<file path="src/rtl/sram_wb_arbiter.sv">
// rtl/sram_wb_arbiter.sv - two-master wishbone arbiter in front of the SPI SRAM port
// Alternates ibus/dbus on contention and holds one idle GAP cycle after every completion.
module sram_wb_arbiter (
  input  logic        clk,
  input  logic        rst_n,
  input  logic        ibus_cyc,
  input  logic [13:0] ibus_adr,
  output logic [31:0] ibus_dat_o,
  output logic        ibus_ack,
  input  logic        dbus_cyc,
  input  logic [13:0] dbus_adr,
  input  logic        dbus_we,
  input  logic [31:0] dbus_dat_i,
  input  logic [3:0]  dbus_sel,
  output logic [31:0] dbus_dat_o,
  output logic        dbus_ack,
  output logic        mem_cyc,
  output logic [13:0] mem_adr,
  output logic        mem_we,
  output logic [31:0] mem_dat_o,
  output logic [3:0]  mem_sel,
  input  logic [31:0] mem_dat_i,
  input  logic        mem_ack
);

  typedef enum logic [1:0] {IDLE, BUSY_I, BUSY_D, GAP} state_t;

  state_t state, state_nxt;
  logic   last_grant_d;  // 1: dbus was granted last
  logic   grant_i, grant_d;

  always_comb begin
    state_nxt = state;
    grant_i   = 1'b0;
    grant_d   = 1'b0;
    case (state)
      IDLE: begin
        if (ibus_cyc && (!dbus_cyc || last_grant_d)) begin
          grant_i   = 1'b1;
          state_nxt = BUSY_I;
        end else if (dbus_cyc) begin
          grant_d   = 1'b1;
          state_nxt = BUSY_D;
        end
      end
      BUSY_I, BUSY_D: begin
        if (mem_ack) state_nxt = GAP;
      end
      GAP:     state_nxt = IDLE;
      default: state_nxt = IDLE;
    endcase
  end

  always_ff @(posedge clk or negedge rst_n) begin
    if (!rst_n) begin
      state        <= IDLE;
      last_grant_d <= 1'b1;
      mem_cyc      <= 1'b0;
      mem_adr      <= '0;
      mem_we       <= 1'b0;
      mem_dat_o    <= '0;
      mem_sel      <= '0;
    end else begin
      state <= state_nxt;
      if (grant_i) begin
        mem_cyc      <= 1'b1;
        last_grant_d <= 1'b0;
        mem_adr      <= ibus_adr;
        mem_we       <= 1'b0;
        mem_dat_o    <= '0;
        mem_sel      <= 4'b1111;
      end else if (grant_d) begin
        mem_cyc      <= 1'b1;
        last_grant_d <= 1'b1;
        mem_adr      <= dbus_adr;
        mem_we       <= dbus_we;
        mem_dat_o    <= dbus_dat_i;
        mem_sel      <= dbus_sel;
      end else if ((state == BUSY_I || state == BUSY_D) && mem_ack) begin
        mem_cyc <= 1'b0;
      end
    end
  end

  // An ack is forwarded only if the requester is still waiting for it.
  assign ibus_ack   = mem_ack && (state == BUSY_I) && ibus_cyc;
  assign dbus_ack   = mem_ack && (state == BUSY_D) && dbus_cyc;
  assign ibus_dat_o = mem_dat_i;
  assign dbus_dat_o = mem_dat_i;

endmodule
</file>
<file path="config.mk">
export PLATFORM = sky130hd
export DESIGN_NAME = sram_wb_arbiter
export DESIGN_NICKNAME = d
export VERILOG_FILES = /design/src/rtl/sram_wb_arbiter.sv
export SDC_FILE = /design/constraint.sdc
export NUM_CORES = 1
export LEC_CHECK = 0
export BUFFER_PORTS_ARGS = -buffer_cell sky130_fd_sc_hd__clkbuf_2
export CAP_MARGIN = 25
export CORE_MARGIN = 2
export CORE_UTILIZATION = 39
export DETAILED_ROUTE_END_ITERATION = 6
export GPL_ROUTABILITY_DRIVEN = 0
export PLACE_DENSITY = 0.79
export SLEW_MARGIN = 20
export SYNTH_ARGS = -nofsm -noshare
export SYNTH_HDL_FRONTEND = slang
export SYNTH_SLANG_ARGS = --single-unit
export TNS_END_PERCENT = 10
</file>
<file path="constraint.sdc">
create_clock -name clk -period 2.5 [get_ports clk]
set_clock_uncertainty 0.05 [all_clocks]
set_input_delay 0.5 -clock clk [delete_from_list [all_inputs] [get_ports clk]]
set_output_delay 0.5 -clock clk [all_outputs]
set_load 0.02 [all_outputs]
</file>
==> results.py <==
metrics = {
    "cts": {
        "cts_tree": "done",
        "hold_buffers": 0,
        "htree_levels": 2,
        "cts-root-buf": "clkbuf_8",
        "cts_setup_buffers": 0,
        "clk_pin_slew_ns": 0.09,
        "cts_buffers": 5,
        "clkLatencyLatePin_ns": 0.30,
        "clockBufferDepth": 2,
        "cts.sinks": 55,
        "cts_resized": 0,
    },
    "sta": {
        "rsz0062_at_grt": "no",
        "final-setup-viol-count": 0,
        "fin_crit_sh_pct": 79.1,
        "setup_tns_ns": 0,
        "relSlewSlack_pct": 55.0,
        "max_freq_ghz": 0.506,
        "fin_crit_ns": 1.98,
        "hold_viol_final": 0,
        "worst_slew_pin_slew_ns": 0.674,
        "layout_setup_ws_ns": 0.524,
        "drv_slew": 0,
    },
    "cells_and_area": {
        "fin_cells": 365,
        "fin_nets": 389,
        "fill_cells": 654,
        "final_cell_mix": "clkbuf_2 (123), dfrtp_1 (54), a22o_1 (33)",
        "drive_above_1_share_pct": 50.2,
        "final_common_cell": "clkbuf_2",
        "insertedDiodeCount": 0,
        "area_growth_pct": 13.7,
    },
    "yosys": {
        "ys_ff_latch": 55,
        "synth_xor_area_share_pct": 0,
        "syn-cell-area_um2": 2660,
        "synthSimpleGateAreaFrac_pct": 6.59,
        "synth_cell_types": 25,
        "synth_mux_area_share_pct": 0,
        "synth-adder-area-share_pct": 1.41,
        "ys_seq_area_share_pct": 51.8,
        "yosysWarnings": 0,
        "syn_nets": 331,
        "syn_inst": 226,
        "synth_top_family_by_area": "buffers and inverters",
        "syn_avg_cell_area_um2": 11.8,
        "synth_compound_area_share_pct": 19.3,
    },
    "worst_setup_path": {
        "critPathBufInv": 2,
        "slowest_stage": "or3_1",
        "path_cells": "inv_1, ha_1, inv_2, or3_1, o221a_2",
        "critPathKind": "reg2reg",
        "cpPeakStageDelay_ns": 0.60,
        "worstPathRequired_ns": 2.64,
        "cp_max_fo": 14,
        "path_delay_family": "simple AND/OR/NAND/NOR gates",
        "arrival_ns": 2.12,
        "critPathLaunchType": "flop",
        "endpoint_kind": "flop",
    },
    "placed_design": {
        "detailed_place_hpwl_mm": 3.99,
        "post-place-cells": 357,
        "io_buffers": 123,
        "dp_slack_ns": 0.545,
    },
    "floorplanning": {
        "start_util_pct": 39.8,
        "core_um2": 6680,
        "die_h_um": 86.6,
        "die_w_um": 86.6,
        "io_pins": 220,
        "die_area_um2": 7500,
        "rows": 30,
    },
    "drt": {
        "dr.pass1.iters": 4,
        "wl_per_cell_um": 14.8,
        "viasPerCell": 4.98,
        "drc": 0,
        "num_vias": 1816,
        "drtIter0Drc": 91,
        "ant_nets": 0,
        "totalWireLength_mm": 5.40,
    },
    "global_routing": {
        "antenna_found_initial": 0,
        "grt_max_degree": 56,
        "grt_pass1_vias": 1789,
        "track_usage_pct": 14.6,
        "grt_overflow": 0,
        "grt_pass1_wl_mm": 8.47,
    },
    "worst_hold_path": {
        "hold_path_class": "in2async",
    },
    "power_and_ir_drop": {
        "p_leak_nw": 1.58,
        "powerDensity_nw_per_um2": 1300,
        "power.total_mw": 3.93,
        "vdd_drop_max_uv": 416,
    },
    "job": {
        "drv_cap": 0,
    },
    "status": {
        "status": "completed",
    },
}
-- metrics by stage --
stage / cell area [µm²] / utilization, % / hold slack (ns)
after floorplan: 2660 / - / 0.154
after global placement: 2890 / 43.2 / 0.410
after detailed placement: 2890 / 43.2 / 0.408
after CTS: 3030 / 45.3 / 0.294
after global routing: 3030 / 45.3 / 0.332
final: 3030 / 45.3 / 0.262
-- power by group --
| group | total [mW] | switching (mW) | internal (mW) |
|---|---|---|---|
| logic | 1.80 | 1.03 | 0.768 |
| clock network | 0.676 | 0.277 | 0.399 |
| registers | 1.46 | 0.202 | 1.26 |
| total | 3.93 | 1.51 | 2.43 |
-- synth_stat cells (all sizes together) --
library cell / count / share of area, %
o221a: 14 / 5.9
buf: 71 / 20
inv: 4 / 0.56
o21ai: 3 / 0.56
or2: 1 / 0.24
nor2: 2 / 0.28
or3: 1 / 0.24
dfstp: 1 / 0.99
nand3: 1 / 0.19
a22oi: 1 / 0.28
a32o: 1 / 0.38
nand2b: 14 / 3.3
o22a: 4 / 1.3
clkbuf: 5 / 0.71
or2b: 1 / 0.28
nand2: 8 / 1.1
nor2b: 1 / 0.24
a22o: 33 / 11
dfrtp: 54 / 51
and3: 3 / 0.71
ha: 3 / 1.4
-- metal layers --
layer  routed length [µm]  GRT usage (%)  vias up
li1                     -              -      847
met1                 2190           17.8      865
met2                 2650           23.2       76
met3                  368           4.19       28
met4                  189           8.10        0
met5                    0              0        -
-- final cells by class --
cell class	count	area, µm²	area share [%]
sequential	55	1380	45.5
multi-input combinational	91	738	24.4
timing repair buffer	127	658	21.8
tap	80	100	3.31
clock buffer	5	68.8	2.27
clock inverter	3	67.6	2.23
inverter	4	15.0	0.496
-- final timing paths --
check | cells after the start | end | slack, ns | start
max | 5 | mem_adr[1]$_DFFE_PN0P_ | 0.52 | state[1]$_DFFE_PN0P_
min | 2 | mem_sel[2]$_DFFE_PN0P_ | 0.26 | rst_n
max reg2reg | 5 | mem_adr[1]$_DFFE_PN0P_ | 0.52 | state[1]$_DFFE_PN0P_
min reg2reg | 2 | last_grant_d$_DFFE_PN1P_ | 0.42 | last_grant_d$_DFFE_PN1P_
max in group asynchronous | 2 | mem_dat_o[12]$_DFFE_PN0P_ | 1.69 | rst_n
min in group clk | 2 | mem_dat_o[3]$_DFFE_PN0P_ | 0.35 | dbus_dat_i[3]
-- worst reg2reg max path, cell delays in order (launching register included) --
cell and delay (ns):
dfrtp_1 0.39, inv_1 0.10, ha_1 0.33, inv_2 0.07
or3_1 0.60, o221a_2 0.33
-- flip-flops by register name, indices dropped and copies added (netlist names) --
| name | count |
|---|---|
| mem_sel | 4 |
| mem_cyc | 1 |
| mem_dat_o | 32 |
| last_grant_d | 1 |
| mem_adr | 14 |
| state | 2 |
| mem_we | 1 |
-- cells by family after synthesis --
| kind of cell | after synthesis |
|---|---|
| buffers and inverters | 80 |
| AOI/OAI and AO/OA | 56 |
| and+or+nand+nor | 32 |
| adders and majority gates | 3 |
| DFF | 55 |
(Power assumes the default switching activity.)
